$ cat src/rtl/lfsr_seq_ctrl.sv
// lfsr_seq_ctrl
// Run controller for an external LFSR and 11110 sequence detector.
// On an accepted start the seed is captured, the LFSR is loaded and the
// detector cleared. The LFSR is then stepped once per cycle until it returns
// to the seed, the step limit is reached, or the run is aborted. The period
// length and the detector hit count are reported at the end of the run.
//
// Ports
//   clk, reset    clock, asynchronous active-high reset
//   start         run request, sampled only in IDLE
//   abort         early end of a run, sampled only in RUN
//   seed          seed value, captured when start is accepted
//   lfsr_q        current LFSR register contents
//   det_hit       detector output for the current LFSR bit
//   lfsr_load     parallel load of lfsr_seed into the LFSR
//   lfsr_seed     captured seed
//   lfsr_en       advance the LFSR one step at this edge
//   det_rst       detector reset
//   busy          high in LOAD and RUN
//   done          one-cycle pulse when a run ends
//   period_found  run ended because lfsr_q returned to the seed
//   err           start accepted with an all-zero seed
//   step_count    LFSR steps taken in the last run
//   hit_count     detector hits in the last run (saturating)
module lfsr_seq_ctrl #(
  parameter int WIDTH   = 4,
  parameter int CNT_W   = 16,
  parameter int MAX_CYC = 1000
) (
  input  logic             clk,
  input  logic             reset,
  input  logic             start,
  input  logic             abort,
  input  logic [WIDTH-1:0] seed,
  input  logic [WIDTH-1:0] lfsr_q,
  input  logic             det_hit,
  output logic             lfsr_load,
  output logic [WIDTH-1:0] lfsr_seed,
  output logic             lfsr_en,
  output logic             det_rst,
  output logic             busy,
  output logic             done,
  output logic             period_found,
  output logic             err,
  output logic [CNT_W-1:0] step_count,
  output logic [CNT_W-1:0] hit_count
);

  localparam logic [1:0] S_IDLE = 2'd0;
  localparam logic [1:0] S_LOAD = 2'd1;
  localparam logic [1:0] S_RUN  = 2'd2;
  localparam logic [1:0] S_DONE = 2'd3;

  localparam logic [CNT_W-1:0] STEP_LIM = CNT_W'(MAX_CYC);

  logic [1:0]       state_q, state_d;
  logic [WIDTH-1:0] seed_q,  seed_d;
  logic [CNT_W-1:0] step_q,  step_d;
  logic [CNT_W-1:0] hit_q,   hit_d;
  logic             pf_q,    pf_d;
  logic             err_q,   err_d;

  logic seed_match, at_limit, term;

  // step_q != 0 keeps the very first RUN cycle (LFSR still holding the seed)
  // from being taken as a completed period.
  assign seed_match = (step_q != '0) && (lfsr_q == seed_q);
  assign at_limit   = (step_q == STEP_LIM);
  assign term       = (state_q == S_RUN) && (abort || seed_match || at_limit);

  always_comb begin
    state_d = state_q;
    seed_d  = seed_q;
    step_d  = step_q;
    hit_d   = hit_q;
    pf_d    = pf_q;
    err_d   = err_q;
    case (state_q)
      S_IDLE: begin
        if (start) begin
          seed_d = seed;
          step_d = '0;
          hit_d  = '0;
          pf_d   = 1'b0;
          // all-zero LFSR state locks up: report and skip the run entirely
          if (seed == '0) begin
            err_d   = 1'b1;
            state_d = S_DONE;
          end else begin
            err_d   = 1'b0;
            state_d = S_LOAD;
          end
        end
      end
      S_LOAD: state_d = S_RUN;
      S_RUN: begin
        if (term) begin
          state_d = S_DONE;
          pf_d    = !abort && seed_match;
        end else begin
          step_d = step_q + CNT_W'(1);
          if (det_hit && (hit_q != '1)) hit_d = hit_q + CNT_W'(1);
        end
      end
      S_DONE:  state_d = S_IDLE;
      default: state_d = S_IDLE;
    endcase
  end

  always_ff @(posedge clk or posedge reset) begin
    if (reset) begin
      state_q <= S_IDLE;
      seed_q  <= '0;
      step_q  <= '0;
      hit_q   <= '0;
      pf_q    <= 1'b0;
      err_q   <= 1'b0;
    end else begin
      state_q <= state_d;
      seed_q  <= seed_d;
      step_q  <= step_d;
      hit_q   <= hit_d;
      pf_q    <= pf_d;
      err_q   <= err_d;
    end
  end

  assign lfsr_load    = (state_q == S_LOAD);
  assign det_rst      = (state_q == S_LOAD);
  assign lfsr_en      = (state_q == S_RUN) && !term;
  assign busy         = (state_q == S_LOAD) || (state_q == S_RUN);
  assign done         = (state_q == S_DONE);
  assign lfsr_seed    = seed_q;
  assign period_found = pf_q;
  assign err          = err_q;
  assign step_count   = step_q;
  assign hit_count    = hit_q;

endmodule

$ cat config.mk
export PLATFORM = sky130hd
export DESIGN_NAME = lfsr_seq_ctrl
export DESIGN_NICKNAME = d
export VERILOG_FILES = /design/src/rtl/lfsr_seq_ctrl.sv
export SDC_FILE = /design/constraint.sdc
export NUM_CORES = 1
export LEC_CHECK = 0
export BUFFER_PORTS_ARGS = -buffer_cell sky130_fd_sc_hd__buf_2
export CORE_MARGIN = 2
export CORE_UTILIZATION = 30
export DETAILED_ROUTE_END_ITERATION = 12
export PLACE_DENSITY = 0.56
export RECOVER_POWER = 50
export SLEW_MARGIN = 20
export SYNTH_ARGS = -nofsm -noshare
export SYNTH_HDL_FRONTEND = slang
export SYNTH_SLANG_ARGS = --single-unit
$ cat constraint.sdc
create_clock -name clk -period 4.2 [get_ports clk]
set_input_delay 0.21 -clock clk [delete_from_list [all_inputs] [get_ports clk]]
set_output_delay 0.21 -clock clk [all_outputs]
set_load 0.01 [all_outputs]
# After elaboration in Yosys (flattened, before gate mapping)
# Cells that the tools add are included.
[totals]
in_bits = 13
register_bits = 40
n_memories = 0
latch_bits = 0
ramBits = 0
out_inout_bits = 43
rom_bits = 0
[classes]
n_eq_ne = 10
muxes = 14
n_mul = 0
bitwise_logic = 0
n_reduce_logical = 19
add_sub_neg = 2
n_shift = 0
n_div = 0
order_cmp = 0
[op_table]
columns = ["operator", "n"]
rows = [
  ["two-way mux 16 bit", 4],
  ["one-hot mux 16 bit (2 select lines)", 2],
  ["adder 16 x 1 -> 16 bit, second input constant", 2],
  ["equality test 16 x 10 -> 1 bit, second input constant", 1],
  ["!= test 16 bit, second input constant", 1],
  ["nonzero test 16 bit", 1],
  ["!= test 2 bit, second input constant", 4],
  ["one-hot mux 2 bit (4 select lines)", 1],
  ["two-way mux 2 bit", 3],
  ["AND reduction 3 bit", 2],
  ["logical AND 1 bit", 5],
  ["equality test 2 bit, second input constant", 2],
  ["equality test 4 bit", 1],
  ["zero test 4 bit", 1],
  ["AND reduction 2 bit", 2],
  ["AND reduction 4 bit", 1],
  ["logical OR 1 bit", 3],
  ["two-way mux 1 bit", 3],
  ["equality test 2 x 1 -> 1 bit, second input constant", 1],
  ["zero test 1 bit", 2],
  ["zero test 2 bit", 1],
  ["one-hot mux 1 bit (2 select lines)", 1],
  ["nonzero test 2 bit", 1],
]

# Depth between registers and ports, before layout
[logic_depth]
depth_word = 7
mapped_depth = 10
depth_no_buf = 8

# Least setup slack after synthesis
# Ideal clock, no wire load.
[synth_timing]
path_type = "reg-to-reg"
startpoint = "reg step_q[8], in the netlist step_count[8]"
endpoint = "reg step_q[12], in the netlist step_count[12]"
arrival_ns = 2.213
slack_ns = 1.861
path_buffers = 1
path_stages_with_launch = 8
t_required_ns = 4.074
path_cell_list = "dfrtp_1 > buf_2 > and2_1 > and3_1 > a41oi_1 > nand2_2 > o311a_1 > a221o_1"
[synth_between]
elab_chain_cells = 7
[synth_lines]
columns = ["element", "line", "source"]
rows = [
  ["from (decl)", "58", "logic [CNT_W-1:0] step_q, step_d;"],
  ["from (signal assigned)", "121", "step_q <= step_d;"],
  ["branches (longest 7 deep; another with adder 16 x 1 -> 16 bit)", "-", ""],
]
# Parallel ways; which one is timed is not known. The select of a mux whose other input is x is not followed.
# A chain may end at the register's enable or synchronous reset.

# Worst setup path after layout
[layout_timing]
startpoint = "reg step_q[2], in the netlist step_count[2]"
endpoint = "out lfsr_en"
[layout_between]
elab_chain_cells = 7
[layout_lines]
columns = ["element", "line", "source"]
rows = [
  ["nonzero test 16 bit", "67", "assign seed_match = (step_q != '0) && (lfsr_q == seed_q);"],
  ["logical AND 1 bit", "67", ""],
  ["logical OR 1 bit", "69", "assign term = (state_q == S_RUN) && (abort || seed_match || at_limit);"],
  ["logical OR 1 bit *", "69", ""],
  ["logical AND 1 bit *", "69", ""],
  ["zero test 1 bit *", "130", "assign lfsr_en = (state_q == S_RUN) && !term;"],
  ["logical AND 1 bit *", "130", ""],
  ["to (decl)", "39", "output logic lfsr_en,"],
]
# Every way passes the cells marked *; elsewhere a longest branch is shown, timed or not.

==> summary by stage <==
Run status
The flow ran to the end, but the final reports show violations. The final reports fail on max-capacitance violations, max-slew violations.

GRT
The number of global-route vias before repair is 2250. The met3 track demand over resource in global routing is 3.915%. The total routing resource utilization after global routing is between 10% and 20%. For this run, global-route usage on met1 was measured as between 20 and 25%.

The number of antenna violations at the first check in global routing was 0. Summed over all layers, the global routing overflow is 0. The first global-routing pass estimated ~11 mm of wire. The pin count of the biggest net entering global routing is 41. After global routing, the most crowded layer is met2. The global-route track usage on met2 is between 20% and 30%.

Drt
After detailed routing, the number of remaining DRC violations is 0. Across all layers, the routed design uses 2446 vias. The number of violations reported at the end of detailed-routing iteration 0 is 115. The post-detailed-route count of antenna-violating nets is 0. The wire length after detailed routing is 6.985 mm. Before antenna repair, the detailed router went through 4 iterations. The via density per instance is 5.509.

Dividing the detail-routed wire length by the instance count gives 15.73 um.

Min path
The class of the tightest hold or removal check is input pin to flop.

Clock tree
TritonCTS built the clock tree. The clock tree synthesis step divided the H-tree into 2 levels. After clock tree synthesis, the clock-pin slew on the worst setup and hold paths is 0.08 ns.

The number of buffers on the longest clock path is 2. The TritonCTS sink count is 40. The total clock buffers created by CTS is 5. The number of buffers inserted by hold repair at cts is 0. The number of post-CTS setup repair buffers is 0.

The clock latency at the later pin of the worst-skew pair is 0.30 ns. The quantity of gates resized following cts is 0. The clock root buffer master is sky130_fd_sc_hd__clkbuf_8.

Synthesis
Counting every instance in the synthesized netlist gives ~290. The cell area after synthesis is 2532 um^2. Summing the sequential cell areas from Yosys gives 39.53% of the chip area. After synthesis the netlist holds a flip-flop and latch count of 40. Sorting the synthesized cells by area gives the leading types as sky130_fd_sc_hd__dfrtp_1 (40%), sky130_fd_sc_hd__nand2_1 (6.7%), sky130_fd_sc_hd__nand3_1 (4.0%).

By count the netlist is led by sky130_fd_sc_hd__nand2_1 (45), sky130_fd_sc_hd__dfrtp_1 (40), sky130_fd_sc_hd__nand3_1 (20). The largest area contributor in the synthesized netlist is sky130_fd_sc_hd__dfrtp_1. The average footprint of a synthesized cell is 8.793 um^2. The distinct cell type count after synthesis is 52. The fraction of post-synthesis cell area in the top cell type by area is 39.53%.

The number of flops mapped to enable cells by yosys is 0. During synthesis, Yosys emitted a total of 0 warnings. The net count after synthesis is 308. For this run, the leading register cell type out of synthesis is sky130_fd_sc_hd__dfrtp_1. The library cell with the highest instance count after synthesis is sky130_fd_sc_hd__nand2_1. After synthesis, the share of flip-flops with an asynchronous set or reset is 100.0%.

Pwr
In this run, the clock network consumes 22.7% of the power. The combinational share of power is 39.0%. Of the total power, the share spent switching nets is 42.53%. Summed over all nets, the switching power comes to approximately 0.61 mW. The internal power of the cells totals 0.8211 mW. The design draws roughly 1.4 mW. Registers are responsible for 38.4% of the overall power.

VDD sags by at most 180.7 uV. The cell area power density is roughly 480 nW/um^2. In this run the static leakage power is 1.317 nW.

Timing
In this run the tightest slew margin relative to its limit is -49.78%. Adding up every negative setup slack in the final design gives 0 ns. Between clock sinks in the finished design, the worst skew comes to 0.01131 ns. For this run, the top clock speed supported by timing is 348.4 MHz. The number of max-slew violations in the final report came to roughly 40. Setup repair after global routing left no endpoint under its margin. For the pin with the worst max-slew slack, the measured transition is between 2 and 2.5 ns. The post-layout worst setup margin is 1.330 ns. Setup violations remaining at the end of the flow were counted as 0.

The worst hold margin is 0.1562 ns. The total count of hold-check failures in the final report is 0. The portion of the clock cycle consumed by the worst path in the final layout is 68.34%. The worst path needs 2.870 ns of the cycle, external delays included.

Floorplanning
After floorplanning, the core was divided into 33 placement rows. The number of top-level pins is 56. The floorplan step defined a core boundary enclosing slightly above 8000 um^2. Once the floorplan was initialized, standard cells occupied 30.82% of the core. The die is 95.88 um wide.

The die outline height is 95.88 um. The floorplan step defined a die boundary enclosing 9192 um^2.

Place
During placement, the flow inserted port buffers numbering 55. Once placement completed, the tool counted placed cells totaling 436. Routability-driven placement finished with a final weighted congestion of approximately 0.87. The HPWL after detailed placement is a little under 5 mm. The post-placement worst setup slack is 1.391 ns.

Critical path
The worst setup path is of the flop to primary output kind. Data arrives at the worst endpoint at approximately 2.7 ns. In this run the worst path has a maximum fanout of 15.

The data required time at the worst endpoint is about 4 ns. The startpoint type of the worst setup path is a flop. The worst setup path is captured at a primary output.

Final layout
The layout cell share with drive strength beyond 1 is 15.63%. From synthesis to final layout, the design area changed by 17.64%. Once layout is complete, the cells apart from fillers number 444. The final-layout fill cell count is 856. The repair_antennas step left the layout with diodes totalling 0. After the last flow step, the layout net total stands at 358.

Flow run
The number of max-cap violations is 1.
==> metrics by stage <==
step / utilization (%) / instance area (um^2)
after global routing: 36.26 / 2979
after floorplan: - / 2532
after global placement: 35.27 / 2898
after detailed placement: 35.27 / 2898
after CTS: 36.62 / 3009
final: 36.26 / 2979
==> logic make-up (layout without fill, tap and decap cells) <==
| family | count (synthesis) | after routing | share of synthesized area, % |
|---|---|---|---|
| compound gates | 61 | 61 | 18.63 |
| xor+xnor | 4 | 4 | 1.383 |
| fa+ha+maj | 7 | 7 | 3.458 |
| buf+inv | 29 | 80 | 4.743 |
| flops | 40 | 40 | 39.53 |
| mux | 8 | 8 | 3.360 |
| simple gates | 139 | 139 | 28.90 |
==> sequential cells by signal, summed over array words and instances (netlist names) <==
signal and cells:
period_found 1, hit_count 16, state_q 2, lfsr_seed 4, err 1, step_count 16
==> critical path, stage by stage (launching register included) <==
cell                      delay, ns
sky130_fd_sc_hd__dfrtp_1       0.46
sky130_fd_sc_hd__nor4_1        0.41
sky130_fd_sc_hd__nand3_1       0.22
sky130_fd_sc_hd__o41ai_4       0.61
sky130_fd_sc_hd__nand2_2       0.33
sky130_fd_sc_hd__nor2_1        0.17
sky130_fd_sc_hd__buf_2         0.15
==> routing by layer <==
layer,wire length [um],vias to the layer above,share of wire (%)
li1,-,1182,-
met1,3214,1169,46
met2,3265,84,47
met3,396,11,5.7
met4,109,0,1.6
met5,0,-,0
==> layout make-up <==
| class | instances | area (um^2) | share of cell area, % |
|---|---|---|---|
| timing repair buffer | 58 | 267.8 | 8.988 |
| clock inverter | 3 | 42.54 | 1.428 |
| inverter | 14 | 52.55 | 1.764 |
| tap | 105 | 131.4 | 4.410 |
| sequential | 40 | 1001 | 33.60 |
| clock buffer | 5 | 68.82 | 2.310 |
| multi-input combinational | 219 | 1415 | 47.50 |
==> worst paths after layout <==
| check | depth (start not counted) | startpoint | slack [ns] | endpoint |
|---|---|---|---|---|
| worst max-delay path | 6 | step_count[2] | 1.33 | lfsr_en |
| worst min-delay path | 2 | seed[3] | 0.16 | lfsr_seed[3] |
| worst max register to register | 6 | step_count[2] | 1.34 | step_count[10] |
| worst min register to register | 2 | err | 0.48 | err |
| max in group asynchronous | 3 | reset | 2.20 | lfsr_seed[0] |
| min in group asynchronous | 3 | reset | 0.73 | step_count[15] |
==> power groups by stage <==
stage | Combinational (mW) | Sequential [mW] | Clock (mW)
finish | 0.557 | 0.548 | 0.324
global route | 0.628 | 0.561 | 0.350
CTS | 0.576 | 0.547 | 0.329
detailed placement | 0.573 | 0.554 | 0
global placement | 0.573 | 0.549 | 0
floorplan | 0.378 | 0.553 | 0
==> cell usage in the layout (no fill, tap or decap), types with 3 or more instances in the layout <==
cell / count
sky130_fd_sc_hd__a21oi_1: 8
sky130_fd_sc_hd__and2_1: 7
sky130_fd_sc_hd__and3_1: 6
sky130_fd_sc_hd__and4_1: 4
sky130_fd_sc_hd__buf_2: 34
sky130_fd_sc_hd__clkbuf_1: 22
sky130_fd_sc_hd__clkbuf_8: 5
sky130_fd_sc_hd__dfrtp_1: 40
sky130_fd_sc_hd__ha_1: 7
sky130_fd_sc_hd__inv_1: 14
sky130_fd_sc_hd__mux2_2: 4
sky130_fd_sc_hd__mux2i_1: 4
sky130_fd_sc_hd__nand2_1: 45
sky130_fd_sc_hd__nand3_1: 20
sky130_fd_sc_hd__nand4_1: 6
sky130_fd_sc_hd__nor2_1: 15
sky130_fd_sc_hd__nor3_1: 11
sky130_fd_sc_hd__nor4_1: 8
sky130_fd_sc_hd__o211ai_1: 12
sky130_fd_sc_hd__o21ai_1: 5
sky130_fd_sc_hd__o311ai_1: 3
sky130_fd_sc_hd__o31ai_1: 3
sky130_fd_sc_hd__o41ai_1: 3
sky130_fd_sc_hd__or4_1: 9
sky130_fd_sc_hd__xor2_1: 4
(Power assumes the default switching activity.)
